$ cat config.mk
export PLATFORM = sky130hd
export DESIGN_NAME = mbru_prefetch_buffer
export DESIGN_NICKNAME = d
export VERILOG_FILES = /design/src/rtl/mbru_pkg.sv /design/src/rtl/mbru_buf_mem.sv /design/src/rtl/mbru_prefetch_buffer.sv
export SDC_FILE = /design/constraint.sdc
export NUM_CORES = 1
export LEC_CHECK = 0
export BUFFER_PORTS_ARGS = -buffer_cell sky130_fd_sc_hd__buf_4
export CORE_MARGIN = 2
export CORE_UTILIZATION = 55
export CTS_CLUSTER_SIZE = 10
export DETAILED_ROUTE_END_ITERATION = 12
export PLACE_DENSITY = 0.85
export SYNTH_ARGS = -nofsm -noshare
export SYNTH_HDL_FRONTEND = slang
export SYNTH_HIERARCHICAL = 1
export SYNTH_SLANG_ARGS = --single-unit
$ cat constraint.sdc
create_clock -name clk -period 5.1 [get_ports clk]
set_input_delay 0.255 -clock clk [delete_from_list [all_inputs] [get_ports clk]]
set_output_delay 0.255 -clock clk [all_outputs]
set_load 0.005 [all_outputs]
$ cat src/rtl/mbru_pkg.sv
// Shared definitions for the memory buffer unit family.
package mbru_pkg;

    // Default instruction width.
    localparam int unsigned DEF_INS_W = 8;

    // Value shown on ins_out after reset, before anything has been consumed.
    localparam logic [DEF_INS_W-1:0] NOP_INS = '0;

    // Bits needed to hold an occupancy count in the range 0..depth.
    function automatic int unsigned clog2_cnt(input int unsigned depth);
        int unsigned w;
        w = 0;
        for (int unsigned i = 0; i < 32; i++) begin
            if ((64'(1) << i) < (64'(depth) + 64'd1)) begin
                w = i + 1;
            end
        end
        return w;
    endfunction

endpackage

$ cat src/rtl/mbru_buf_mem.sv
// Storage for the prefetch buffer: synchronous write, asynchronous read.
module mbru_buf_mem #(
    parameter int unsigned INS_W  = 8,
    parameter int unsigned DEPTH  = 4,
    parameter int unsigned ADDR_W = $clog2(DEPTH)
) (
    input  logic              clk,
    input  logic              we,
    input  logic [ADDR_W-1:0] waddr,
    input  logic [INS_W-1:0]  wdata,
    input  logic [ADDR_W-1:0] raddr,
    output logic [INS_W-1:0]  rdata
);

    logic [INS_W-1:0] mem [DEPTH];

    // Write port; the array is not reset.
    always_ff @(posedge clk) begin
        if (we) begin
            mem[waddr] <= wdata;
        end
    end

    // Read port.
    assign rdata = mem[raddr];

endmodule

$ cat src/rtl/mbru_prefetch_buffer.sv
// In-order instruction buffer between the IRAM output and the control store.
// When empty, ins_out keeps showing the most recently consumed instruction.
module mbru_prefetch_buffer
    import mbru_pkg::*;
#(
    parameter int unsigned INS_W = DEF_INS_W,
    parameter int unsigned DEPTH = 4,
    parameter int unsigned CNT_W = clog2_cnt(DEPTH)
) (
    input  logic             clk,
    input  logic             rst_n,
    input  logic             flush,
    input  logic             push_valid,
    output logic             push_ready,
    input  logic [INS_W-1:0] ins_in,
    input  logic             pop,
    output logic             out_valid,
    output logic [INS_W-1:0] ins_out,
    output logic [CNT_W-1:0] count
);

    localparam int unsigned      PTR_W    = $clog2(DEPTH);
    localparam logic [CNT_W-1:0] FULL_CNT = CNT_W'(DEPTH);

    logic [PTR_W-1:0] wr_ptr;
    logic [PTR_W-1:0] rd_ptr;
    logic [INS_W-1:0] hold_q;
    logic [INS_W-1:0] rd_data_c;
    logic             push_acc_c;
    logic             pop_acc_c;
    logic [CNT_W-1:0] count_nxt_c;

    mbru_buf_mem #(
        .INS_W (INS_W),
        .DEPTH (DEPTH),
        .ADDR_W(PTR_W)
    ) u_mem (
        .clk  (clk),
        .we   (push_acc_c),
        .waddr(wr_ptr),
        .wdata(ins_in),
        .raddr(rd_ptr),
        .rdata(rd_data_c)
    );

    // Accept decisions and next occupancy; flush overrides both handshakes.
    always_comb begin
        push_acc_c  = push_valid && push_ready && !flush;
        pop_acc_c   = pop && out_valid && !flush;
        count_nxt_c = count;
        if (flush) begin
            count_nxt_c = '0;
        end else if (push_acc_c && !pop_acc_c) begin
            count_nxt_c = count + CNT_W'(1);
        end else if (pop_acc_c && !push_acc_c) begin
            count_nxt_c = count - CNT_W'(1);
        end
    end

    // Pointers, occupancy, status flags and the consumed-value hold register.
    always_ff @(posedge clk or negedge rst_n) begin
        if (!rst_n) begin
            wr_ptr     <= '0;
            rd_ptr     <= '0;
            count      <= '0;
            out_valid  <= 1'b0;
            push_ready <= 1'b1;
            hold_q     <= INS_W'(NOP_INS);
        end else begin
            if (flush) begin
                wr_ptr <= '0;
                rd_ptr <= '0;
            end else begin
                if (push_acc_c) begin
                    wr_ptr <= wr_ptr + PTR_W'(1);
                end
                if (pop_acc_c) begin
                    rd_ptr <= rd_ptr + PTR_W'(1);
                end
            end
            if (pop_acc_c) begin
                hold_q <= rd_data_c;
            end
            count      <= count_nxt_c;
            out_valid  <= (count_nxt_c != '0);
            push_ready <= (count_nxt_c != FULL_CNT);
        end
    end

    // Head entry while occupied, otherwise the last consumed instruction.
    assign ins_out = out_valid ? rd_data_c : hold_q;

endmodule

==> metrics.yaml <==
status: "complete, no violations"
ir_worst_vdd_v: 0.000200
gp_congestion: 0.806
leakagePower_nw: 0.954
seqCellArea_um2: 1390
cts-resized-gates: 0
cts_sinks: 49
seqPwrFrac: 0.490
synth_edf_count: 32
routed_via_density: 5.76
power_frac_comb: 0.262
cpPeakStageDelay_ps: 730
fin_nets: 167
start_util: 0.579
num_io_pins: 26
stdcell_area_um2: 2480
track_usage: 0.195
power.share.clock: 0.248
yosysWarnings: 6
grt_max_degree: 18
final_common_cell: "edfxtp_1"
nFillCells: 254
grt_setup_unrepaired: "false"
cts_tree: "done"
antenna_found_initial: 0
synth_top_area_share: 0.447
drt_iter0_drc: 59
synth_area_leader_cell: "edfxtp_1"
max_slew_margin: 0.251
area_delta_synth_final_pct: 15.1
netSwitchingPower_w: 0.000279
routed_wl_um: 3750
clock_skew_ps: 4.77
ys_seq_area_frac: 0.645
setup_violations: 0
end_kind: "output pin"
vias: 1157
postSynthCellCount: 125
synth_cell_types: 35
post_drt_wl_per_cell_um: 18.6
synth_top_cells_by_area: "edfxtp_1 (45%), dfrtp_1 (19%), mux4_2 (8.4%)"
core_area_um2: 3720
num_rows: 22
grt_pass1_vias: 1225
whs_ps: 145
die_w_um: 66.6
cts_made_buffers: 5
drive_above_1_share: 0.399
worstMarginPinSlew_ps: 1120
clockBufferDepth: 2
grt_pass1_wl_um: 6130
dpl.hpwl_um: 2640
worst-path-buf-inv: 1
syn-num-nets: 140
multiInputGateArea_um2: 713
clk_pin_slew_ps: 90
timing.max_cap.violations: 0
synth_seq_cells: 49
diodes: 0
grt-ovfl-total: 0
arrival_ps: 2080
p_int_w: 0.000804
ys.flop_type: "edfxtp_1"
dieArea_um2: 4430
hold_viol_final: 0
crit_chain: "mux4_2 -> mux2_2 -> buf_4"
final_cell_mix: "edfxtp_1 (32), buf_4 (25), dfrtp_1 (16), mux2_4 (9)"
critical_path_class: "flop to output pin"
setup_ws_ps: 2770
setup_tns_ps: 0
required_ps: 4850
cts_root_buf: "clkbuf_8"
worst_path_max_delay_cell: "dfrtp_1"
first_pass_iters: 4
synth_area_um2: 2150
cp-start-kind: "flop"
die_y_um: 66.6
drv_slew: 0
p_per_area_nw_per_um2: 437
async_reset_ff_frac: 0.347
timing.fmax_ghz: 0.428
io_buffers: 25
finalCritPeriodShare: 0.458
switching_share: 0.258
post-route-drc-count: 0
min_period_ps: 2330
ant_nets: 0
cp_top_family: "multiplexers"
cp_max_fo: 10
avgSynthCellArea_um2: 17.2
worstSkewPairLatency_ps: 310
hold_class: "primary input to flop"
htree_levels: 2
pre_cts_slack_ps: 2850
dpl-instance-area_um2: 2360
final_core_util: 0.666
[cell families after synthesis]
| kind of cell | share of synthesized area |
|---|---|
| buffers and inverters | 0.0238 |
| AND/OR/NAND/NOR | 0.0663 |
| multiplexers | 0.188 |
| adder cells (fa/ha/maj) | 0.0116 |
| flip-flops | 0.645 |
| AO/OA/AOI/OAI | 0.0407 |
| XOR/XNOR | 0.0244 |
[power by group through the flow]
| stage | Combinational, W | Sequential (W) | Clock, W |
|---|---|---|---|
| 2_1_floorplan | 0.000197 | 0.000514 | 0 |
| 3_3_place_gp | 0.000268 | 0.000532 | 0 |
| 3_5_place_dp | 0.000281 | 0.000540 | 0 |
| 4_1_cts | 0.000287 | 0.000531 | 0.000275 |
| 5_1_grt | 0.000308 | 0.000538 | 0.000291 |
| 6_report | 0.000284 | 0.000531 | 0.000269 |
[metrics by stage]
stage | power [W] | std cells
after global routing | 0.00114 | 201
after floorplan | 0.000711 | 125
after global placement | 0.000801 | 192
after CTS | 0.00109 | 201
final | 0.00108 | 201
after detailed placement | 0.000821 | 192
[layout make-up]
cell class | instances | area share
flip-flops and latches | 49 | 0.560
multi-input cells | 68 | 0.288
repair buffers | 26 | 0.0798
clock buffers | 5 | 0.0278
well taps | 48 | 0.0243
clock inverters | 3 | 0.0167
inverters | 2 | 0.00303
[synthesized netlist by cell type, types with 2 or more instances]
cell type,n
ha_1,2
inv_1,2
mux2_2,8
edfxtp_1,32
nand3_1,4
mux2_4,9
xnor2_1,3
dfrtp_1,16
mux4_2,8
nor2_1,7
and3b_1,2
buf_6,2
xor2_1,3
nand2_1,5
and3_1,2
[sequential cells by signal, indices dropped and copies added (netlist names)]
signal	count
u_mem/mem	32
wr_ptr	2
hold_q	8
count	3
push_ready	1
out_valid	1
rd_ptr	2
[worst register-to-register path: stages (launching register included)]
cell and delay [ps]:
dfstp_2 570, nand2_1 140, nor2_1 210, nor3b_1 930
[per-layer routing]
layer  part of all wire  up-vias  global-route usage
li1                   -      531                   -
met3              0.043        7              0.0608
met4              0.018        0              0.0765
met2               0.51       33               0.310
met5                  0        -                   0
met1               0.42      586               0.251
[timing repair]
action	in CTS	in global routing
buffers inserted	0	0
hold buffers	1	0
endpoints found under the hold margin	16	0
[path summary, 6_finish.rpt]
| kind | depth (start not counted) | startpoint | slack (ps) | endpoint |
|---|---|---|---|---|
| worst max register to register | 3 | push_ready | 2870 | u_mem/mem[0][1] |
| worst max-delay path | 3 | rd_ptr[0] | 2770 | ins_out[3] |
| max in group asynchronous | 2 | rst_n | 4500 | push_ready |
| worst min register to register | 1 | hold_q[3] | 520 | hold_q[3] |
| worst min-delay path | 1 | ins_in[7] | 140 | u_mem/mem[1][7] |
| min in group asynchronous | 2 | rst_n | 340 | hold_q[7] |
No activity file was read; power rests on OpenSTA's default activity.
